File: src/rtl/host_mem_sequencer_if.sv
// Bundles the load stream, dump stream and data-memory port of host_mem_sequencer.
// master = sequencer side, slave = stream source/sink plus memory side.
interface host_mem_sequencer_if #(
    parameter int DATA_W = 16,
    parameter int ADDR_W = 16
);
    logic              in_valid;
    logic [DATA_W-1:0] in_data;
    logic              in_ready;

    logic              out_valid;
    logic [DATA_W-1:0] out_data;
    logic              out_ready;

    logic [ADDR_W-1:0] mem_addr;
    logic [DATA_W-1:0] mem_wdata;
    logic              mem_we;
    logic [DATA_W-1:0] mem_rdata;

    modport master (
        input  in_valid, in_data,
        output in_ready,
        output out_valid, out_data,
        input  out_ready,
        output mem_addr, mem_wdata, mem_we,
        input  mem_rdata
    );

    modport slave (
        output in_valid, in_data,
        input  in_ready,
        input  out_valid, out_data,
        output out_ready,
        input  mem_addr, mem_wdata, mem_we,
        output mem_rdata
    );
endinterface

File: src/rtl/host_mem_sequencer.sv
// Host-side sequencer: streams a program image into data memory, starts the cores,
// times them until every core has ended, then streams a memory window back out.
module host_mem_sequencer #(
    parameter int DATA_W     = 16,
    parameter int ADDR_W     = 16,
    parameter int LOAD_WORDS = 1000,
    parameter int DUMP_START = 0,
    parameter int DUMP_END   = 997,
    parameter int NUM_CORES  = 4,
    parameter int SETTLE_CYC = 20
) (
    input  logic                 clk,
    input  logic                 RESET_n,
    input  logic                 go,
    host_mem_sequencer_if.master bus,
    output logic [1:0]           addr_mux_select,
    output logic                 START,
    input  logic [NUM_CORES-1:0] core_end,
    output logic                 busy,
    output logic                 done,
    output logic [31:0]          run_cycles
);

    localparam logic [2:0] S_IDLE     = 3'd0;
    localparam logic [2:0] S_LOAD     = 3'd1;
    localparam logic [2:0] S_SETTLE   = 3'd2;
    localparam logic [2:0] S_KICK     = 3'd3;
    localparam logic [2:0] S_RUN      = 3'd4;
    localparam logic [2:0] S_DUMP_RD  = 3'd5;
    localparam logic [2:0] S_DUMP_OUT = 3'd6;
    localparam logic [2:0] S_DONE     = 3'd7;

    localparam logic [ADDR_W-1:0] LOAD_LAST   = ADDR_W'(LOAD_WORDS - 1);
    localparam logic [ADDR_W-1:0] SETTLE_LAST = ADDR_W'(SETTLE_CYC - 1);
    localparam logic [ADDR_W-1:0] DUMP_FIRST  = ADDR_W'(DUMP_START);
    localparam logic [ADDR_W-1:0] DUMP_LAST   = ADDR_W'(DUMP_END - 1);
    localparam bit                DUMP_EN     = (DUMP_END > DUMP_START);
    localparam bit                SETTLE_EN   = (SETTLE_CYC > 0);

    logic [2:0]           r_state;
    logic [ADDR_W-1:0]    r_ld_cnt;
    logic [ADDR_W-1:0]    r_settle_cnt;
    logic [ADDR_W-1:0]    r_dump_ptr;
    logic [NUM_CORES-1:0] r_end_flags;
    logic [31:0]          r_run_cycles;
    logic [DATA_W-1:0]    r_out_data;
    logic                 r_out_cap;

    logic [2:0]           w_next;
    logic                 w_in_fire;
    logic                 w_out_fire;
    logic                 w_all_end;

    assign w_in_fire  = (r_state == S_LOAD) && bus.in_valid;
    assign w_out_fire = (r_state == S_DUMP_OUT) && bus.out_ready;
    // A core counts as ended on the very cycle its END is seen, so pulses need not overlap.
    assign w_all_end  = &(r_end_flags | core_end);

    always_comb begin
        w_next = r_state;
        case (r_state)
            S_IDLE, S_DONE: if (go) w_next = S_LOAD;
            S_LOAD: begin
                if (w_in_fire && (r_ld_cnt == LOAD_LAST))
                    w_next = SETTLE_EN ? S_SETTLE : S_KICK;
            end
            S_SETTLE:   if (r_settle_cnt == SETTLE_LAST) w_next = S_KICK;
            S_KICK:     w_next = S_RUN;
            S_RUN:      if (w_all_end) w_next = DUMP_EN ? S_DUMP_RD : S_DONE;
            S_DUMP_RD:  w_next = S_DUMP_OUT;
            S_DUMP_OUT: begin
                if (bus.out_ready)
                    w_next = (r_dump_ptr == DUMP_LAST) ? S_DONE : S_DUMP_RD;
            end
            default:    w_next = S_IDLE;
        endcase
    end

    always_ff @(posedge clk or negedge RESET_n) begin
        if (!RESET_n) begin
            r_state      <= S_IDLE;
            r_ld_cnt     <= '0;
            r_settle_cnt <= '0;
            r_dump_ptr   <= '0;
            r_end_flags  <= '0;
            r_run_cycles <= '0;
            r_out_data   <= '0;
            r_out_cap    <= 1'b0;
        end else begin
            r_state <= w_next;
            case (r_state)
                S_IDLE, S_DONE: if (go) r_ld_cnt <= '0;
                S_LOAD: begin
                    r_settle_cnt <= '0;
                    if (w_in_fire) r_ld_cnt <= r_ld_cnt + ADDR_W'(1);
                end
                S_SETTLE: r_settle_cnt <= r_settle_cnt + ADDR_W'(1);
                S_KICK: begin
                    r_run_cycles <= '0;
                    r_end_flags  <= '0;
                    r_dump_ptr   <= DUMP_FIRST;
                end
                S_RUN: begin
                    r_end_flags <= r_end_flags | core_end;
                    if (r_run_cycles != '1) r_run_cycles <= r_run_cycles + 32'd1;
                end
                S_DUMP_RD: r_out_cap <= 1'b0;
                S_DUMP_OUT: begin
                    // Hold the read word so it stays stable even if the memory output moves during a stall.
                    if (!r_out_cap) begin
                        r_out_data <= bus.mem_rdata;
                        r_out_cap  <= 1'b1;
                    end
                    if (w_out_fire) r_dump_ptr <= r_dump_ptr + ADDR_W'(1);
                end
                default: ;
            endcase
        end
    end

    // Outputs decode from state so an asynchronous reset clears them immediately.
    always_comb begin
        bus.in_ready    = (r_state == S_LOAD);
        bus.mem_we      = w_in_fire;
        bus.mem_wdata   = '0;
        bus.mem_addr    = '0;
        bus.out_valid   = (r_state == S_DUMP_OUT);
        bus.out_data    = '0;
        addr_mux_select = 2'd0;
        if (r_state == S_LOAD) begin
            bus.mem_addr    = r_ld_cnt;
            bus.mem_wdata   = bus.in_data;
            addr_mux_select = 2'd1;
        end
        if ((r_state == S_DUMP_RD) || (r_state == S_DUMP_OUT)) begin
            bus.mem_addr    = r_dump_ptr;
            addr_mux_select = 2'd2;
        end
        if (r_state == S_DUMP_OUT)
            bus.out_data = r_out_cap ? r_out_data : bus.mem_rdata;
    end

    assign START      = (r_state == S_KICK);
    assign busy       = (r_state != S_IDLE) && (r_state != S_DONE);
    assign done       = (r_state == S_DONE);
    assign run_cycles = r_run_cycles;

endmodule

File: src/flat_wrapper.sv
// flat-port wrapper written by rule: the top's interface ports become plain ports
module host_mem_sequencer_flat 
#(
    parameter int DATA_W     = 16,
    parameter int ADDR_W     = 16,
    parameter int LOAD_WORDS = 1000,
    parameter int DUMP_START = 0,
    parameter int DUMP_END   = 997,
    parameter int NUM_CORES  = 4,
    parameter int SETTLE_CYC = 20
)
  (clk, RESET_n, go, addr_mux_select, START, core_end, busy, done, run_cycles, bus_in_valid, bus_in_data, bus_in_ready, bus_out_valid, bus_out_data, bus_out_ready, bus_mem_addr, bus_mem_wdata, bus_mem_we, bus_mem_rdata);
  host_mem_sequencer_if #(.DATA_W(DATA_W), .ADDR_W(ADDR_W)) bus_i ();
  input  logic clk;
  input  logic RESET_n;
  input  logic go;
  output logic [1:0] addr_mux_select;
  output logic START;
  input  logic [NUM_CORES-1:0] core_end;
  output logic busy;
  output logic done;
  output logic [31:0] run_cycles;
  input wire logic [$bits(bus_i.in_valid)-1:0] bus_in_valid;
  input wire logic [$bits(bus_i.in_data)-1:0] bus_in_data;
  output wire logic [$bits(bus_i.in_ready)-1:0] bus_in_ready;
  output wire logic [$bits(bus_i.out_valid)-1:0] bus_out_valid;
  output wire logic [$bits(bus_i.out_data)-1:0] bus_out_data;
  input wire logic [$bits(bus_i.out_ready)-1:0] bus_out_ready;
  output wire logic [$bits(bus_i.mem_addr)-1:0] bus_mem_addr;
  output wire logic [$bits(bus_i.mem_wdata)-1:0] bus_mem_wdata;
  output wire logic [$bits(bus_i.mem_we)-1:0] bus_mem_we;
  input wire logic [$bits(bus_i.mem_rdata)-1:0] bus_mem_rdata;
  assign bus_i.in_valid = bus_in_valid;
  assign bus_i.in_data = bus_in_data;
  assign bus_in_ready = bus_i.in_ready;
  assign bus_out_valid = bus_i.out_valid;
  assign bus_out_data = bus_i.out_data;
  assign bus_i.out_ready = bus_out_ready;
  assign bus_mem_addr = bus_i.mem_addr;
  assign bus_mem_wdata = bus_i.mem_wdata;
  assign bus_mem_we = bus_i.mem_we;
  assign bus_i.mem_rdata = bus_mem_rdata;
  host_mem_sequencer #(.DATA_W(DATA_W), .ADDR_W(ADDR_W), .LOAD_WORDS(LOAD_WORDS), .DUMP_START(DUMP_START), .DUMP_END(DUMP_END), .NUM_CORES(NUM_CORES), .SETTLE_CYC(SETTLE_CYC)) u_core (.clk(clk), .RESET_n(RESET_n), .go(go), .bus(bus_i), .addr_mux_select(addr_mux_select), .START(START), .core_end(core_end), .busy(busy), .done(done), .run_cycles(run_cycles));
endmodule
File: config.mk
export PLATFORM = sky130hd
export DESIGN_NAME = host_mem_sequencer_flat
export DESIGN_NICKNAME = d
export VERILOG_FILES = /design/src/rtl/host_mem_sequencer_if.sv /design/src/rtl/host_mem_sequencer.sv /design/src/flat_wrapper.sv
export SDC_FILE = /design/constraint.sdc
export NUM_CORES = 1
export LEC_CHECK = 0
export ABC_CLOCK_PERIOD_IN_PS = 2650
export CAP_MARGIN = 30
export CORE_UTILIZATION = 50
export CTS_BUF_LIST = sky130_fd_sc_hd__clkbuf_4 sky130_fd_sc_hd__clkbuf_8
export CTS_CLUSTER_DIAMETER = 60
export DETAILED_ROUTE_END_ITERATION = 8
export PLACE_DENSITY_LB_ADDON = 0.25
export SLEW_MARGIN = 25
export SYNTH_ARGS = -nofsm -noshare
export SYNTH_HDL_FRONTEND = slang
export SYNTH_SLANG_ARGS = --single-unit
File: constraint.sdc
create_clock -name clk -period 2.65 [get_ports clk]
set_clock_uncertainty 0.15 [all_clocks]
set_input_delay 0.53 -clock clk [delete_from_list [all_inputs] [get_ports clk]]
set_output_delay 0.53 -clock clk [all_outputs]
set_load 0.02 [all_outputs]
==> results.txt <==
* Io pins: 129
- The die covers between 10000 and 15000 um2.
- Measured against its own limit, the worst slew margin works out to 64.3%.
- Crit Path Class: reg2reg
* RD Place Congestion: about 0.90
- Count of yosys warnings during synthesis: 0
* Hold violation total from the final report: 0
- Maximum fanout count along the critical path: 9
* Critical-path cell with the highest stage delay: a2111o_1
- After layout, the worst setup slack is approximately 0.1 ns.
* Layout Area Growth over Synthesis: 29.3%
* HPWL after DPL: roughly 11000 um
* Net total in the final layout: just over 800
- The clock reaches the later pin of the worst-skew pair after ~0.39 ns.
* First drt pass iteration count: 5
* Initial antenna violation count: 0
- The detailed router put a total of about 6600 um of wire on met1.
- Of the synthesized area, sequential elements account for approximately 45%.
* Area contributors post-synth: dfrtp_1 45%, nor2_1 4.7%, mux2i_1 4.0%
- Area of the mapped netlist: 5810 um2
- Remaining antenna violation count after routing: 0
* Detail-routed net length per standard cell: between 15 and 20 um
- Max-cap violations in this run came to 0.
- Placement Rows: 38
* Final setup viols: 0
- Clock tree synthesis found a total of ~100 sinks.
- In this design, the largest share of critical-path delay is due to simple AND/OR/NAND/NOR gates.
- In this run the power spent charging and discharging nets is roughly 0.0022 W.
* Detailed Route Iter0 Violations: between 300 and 400
- Combinational fraction of design power: 42.8%
- The final number of max-transition violations is 0.
- Maximum number of pins on one net before global-route repair: 44
- Using the TritonRoute via totals, the vias-per-cell ratio works out to approximately 6.
- Buffers on Ports: about 130
- IR drop worst, VDD: roughly 0.64 mV
- Per report_power, the clock group accounts for roughly a fifth of the total.
* Global route total overflow: 0
- Counting along the longest clock path gives a buffer depth of 2.
- Switching portion of total power: between 30% and 40%
- After detailed routing, no signal wire sits above met4.
- Number of filler instances in the final layout: a little over 900
- Core Box Area: approximately 11000 um2
* Internal power consumption: ~0.0034 W
* Launching element type of the critical path: flop
* Via count of the routed design: between 5000 and 6000
- Most numerous cell types in the synthesized netlist: 104 x dfrtp_1, 73 x nor2_1, 44 x nand2_1
- Clock tree synthesis selected as its root buffer the cell clkbuf_8.
* Total chip power: approximately 0.0056 W
- Portion of total power attributed to sequential cells: a little under two fifths
- CTS H-tree depth: 3
- After detailed routing, the total wire length is about 15000 um.
* Class of the tightest hold or removal check: reg2reg
- For this run, the slowest stage of the critical path takes around 0.48 ns.
- Crit path buffers/inverters: 4
- LEAKAGE: approximately 3.4 nW
- Run status: finished clean
* Number of enable flip-flop cells after synthesis: 0
- For the pin with the worst max-slew slack, the measured transition is around 0.54 ns.
- Crit path arrival time: around 2.7 ns
- Post-Syn Area per Cell: 9.26 um2
- Total nets after synthesis: around 670
- Sum Neg Setup Slack: 0 ns
- In this run the power density over the cells is 748 nW/um2.
- After detailed routing, the number of remaining DRC violations is 0.
- The first global-routing pass estimated 25600 um of wire.
* Die outline height: around 110 um
- Sum of met3 wire segment lengths after detailed routing: 957 um
- Counting flops with an async set or reset pin after synthesis yields a share of between 90% and 100%.
* Vias in the first global route: 5225
- Global routing consumed, over all layers together, 27.4% of the routing resources.
- Critical path required time: around 2.8 ns
- Diode count: 0
- CTS clock-pin slew for the worst setup and hold paths: roughly 0.10 ns
- In the post-synthesis netlist, the cell with the most instances is dfrtp_1.
- WL met2: 7680 um
- The critical path goes through buf_4 -> inv_2 -> or3_1 -> inv_2 -> nor3_1 -> buf_4 -> a2111o_1 -> or3_1 -> a21oi_1.
- Post-synthesis register bit count: 104
- Final period demand of the worst path: about 2.5 ns
- Of the available clock period, the critical path in the final layout requires 96.1%.
* Library cell with the largest summed area after synthesis: dfrtp_1
- Of the post-synthesis cell area, the dominant cell type holds 44.8%.
- TritonCTS built the clock tree.
- The die is around 110 um wide.
- Effective utilization at floorplan: 52.4%
* Proportion of layout cells with a drive suffix above 1: a little under an eighth
- For this run, the top clock speed supported by timing is slightly below 400 MHz.
- Worst Setup End Kind: flop
* Number of buffers created by CTS: 9
* Post-placement worst setup slack: roughly 0.076 ns
- The most used flip-flop cell after synthesis is dfrtp_1.
- Synthesis produced a netlist whose cell count is approximately 630.
- Library cells used by synthesis: 56
[worst paths after layout]
path / startpoint / endpoint / slack (ns) / depth (start not counted)
setup / recovery: u_core.r_state[1] / u_core.run_cycles[29] / 0.10 / 9
min in group asynchronous: RESET_n / u_core.run_cycles[1] / 0.51 / 2
hold / removal: u_core.r_settle_cnt[15] / u_core.r_settle_cnt[15] / 0.34 / 1
max in group asynchronous: RESET_n / u_core.r_out_data[14] / 1.12 / 3
hold reg to reg: u_core.r_settle_cnt[15] / u_core.r_settle_cnt[15] / 0.34 / 1
setup reg to reg: u_core.r_state[1] / u_core.run_cycles[29] / 0.10 / 9
[kinds of logic (layout without fill, tap and decap cells)]
kind of cell             count (synthesis)  count (layout)  share of synthesized area, %
flip-flops                             104             104                          44.8
AO/OA/AOI/OAI                          126             126                          14.4
adder cells (fa/ha/maj)                  5               5                          1.08
AND/OR/NAND/NOR                        271             271                          24.5
buffers and inverters                   52             194                          3.49
XOR/XNOR                                28              28                          4.22
multiplexers                            41              41                          7.46
[placed cells by master, fill, tap and decap left out, drive strengths merged, types with 18 or more instances in the layout]
master         count
mux2              18
a22o              19
mux2i             23
and3              30
nand3             34
o21ai             32
clkdlybuf4s50     71
nand4             24
a21oi             31
dfrtp            104
nor2              73
nand2             44
buf               51
dlygate4sd2       33
[state kept, by name (all words and copies together), names as in the netlist]
signal	flops
u_core.run_cycles	32
u_core.r_out_cap	1
u_core.r_end_flags	4
u_core.r_ld_cnt	16
u_core.r_settle_cnt	16
u_core.r_dump_ptr	16
u_core.r_state	3
u_core.r_out_data	16
[routing by layer]
layer | track usage (%) | vias to the layer above
met3 | 5.93 | 18
met1 | 35.3 | 2667
met5 | 0 | -
met2 | 46.4 | 188
li1 | - | 2586
met4 | 7.33 | 0
[area by class of cell]
cell class	instances	area [um2]	area share, %
Multi-Input combinational cell	471	3010	40.1
Sequential cell	104	2600	34.7
Timing Repair Buffer	163	1450	19.3
Clock buffer	11	139	1.85
Inverter	16	62.6	0.833
Clock inverter	4	70.1	0.933
Tap cell	140	175	2.33
[what timing repair did]
item                                   CTS  global route
cloned                                   0             0
setup endpoints to repair               56            35
endpoints found under the hold margin   36             0
pin swaps                                0             1
hold buffers                             1             0
gates resized for setup                 91            25
setup buffers                            0             1
[worst reg2reg max path, cell delays in order (launching register included)]
cell and delay (ns):
dfrtp_1 0.37, buf_4 0.11, inv_2 0.05, or3_1 0.38, inv_2 0.17, nor3_1 0.10
buf_4 0.15, a2111o_1 0.48, or3_1 0.34, a21oi_1 0.16
[per-stage QoR]
step / utilization, % / cells / instance area, um2 / hold slack (ns)
final: 67.8 / 909 / 7510 / 0.345
after global routing: 67.8 / 909 / 7510 / 0.355
after CTS: 68.5 / 908 / 7580 / 0.346
after detailed placement: 66.8 / 892 / 7400 / 0.326
after global placement: 66.8 / 892 / 7400 / 0.315
after floorplan: - / 627 / 5810 / 0.0844
[power by group through the flow]
stage	combinational (W)	clock, W	sequential, W
floorplan	0.00151	0	0.00209
global placement	0.00244	0	0.00212
detailed placement	0.00251	0	0.00214
CTS	0.00241	0.00112	0.00211
global route	0.00262	0.00118	0.00215
finish	0.00240	0.00109	0.00212
Note: power is estimated with default switching activity, not from simulation.
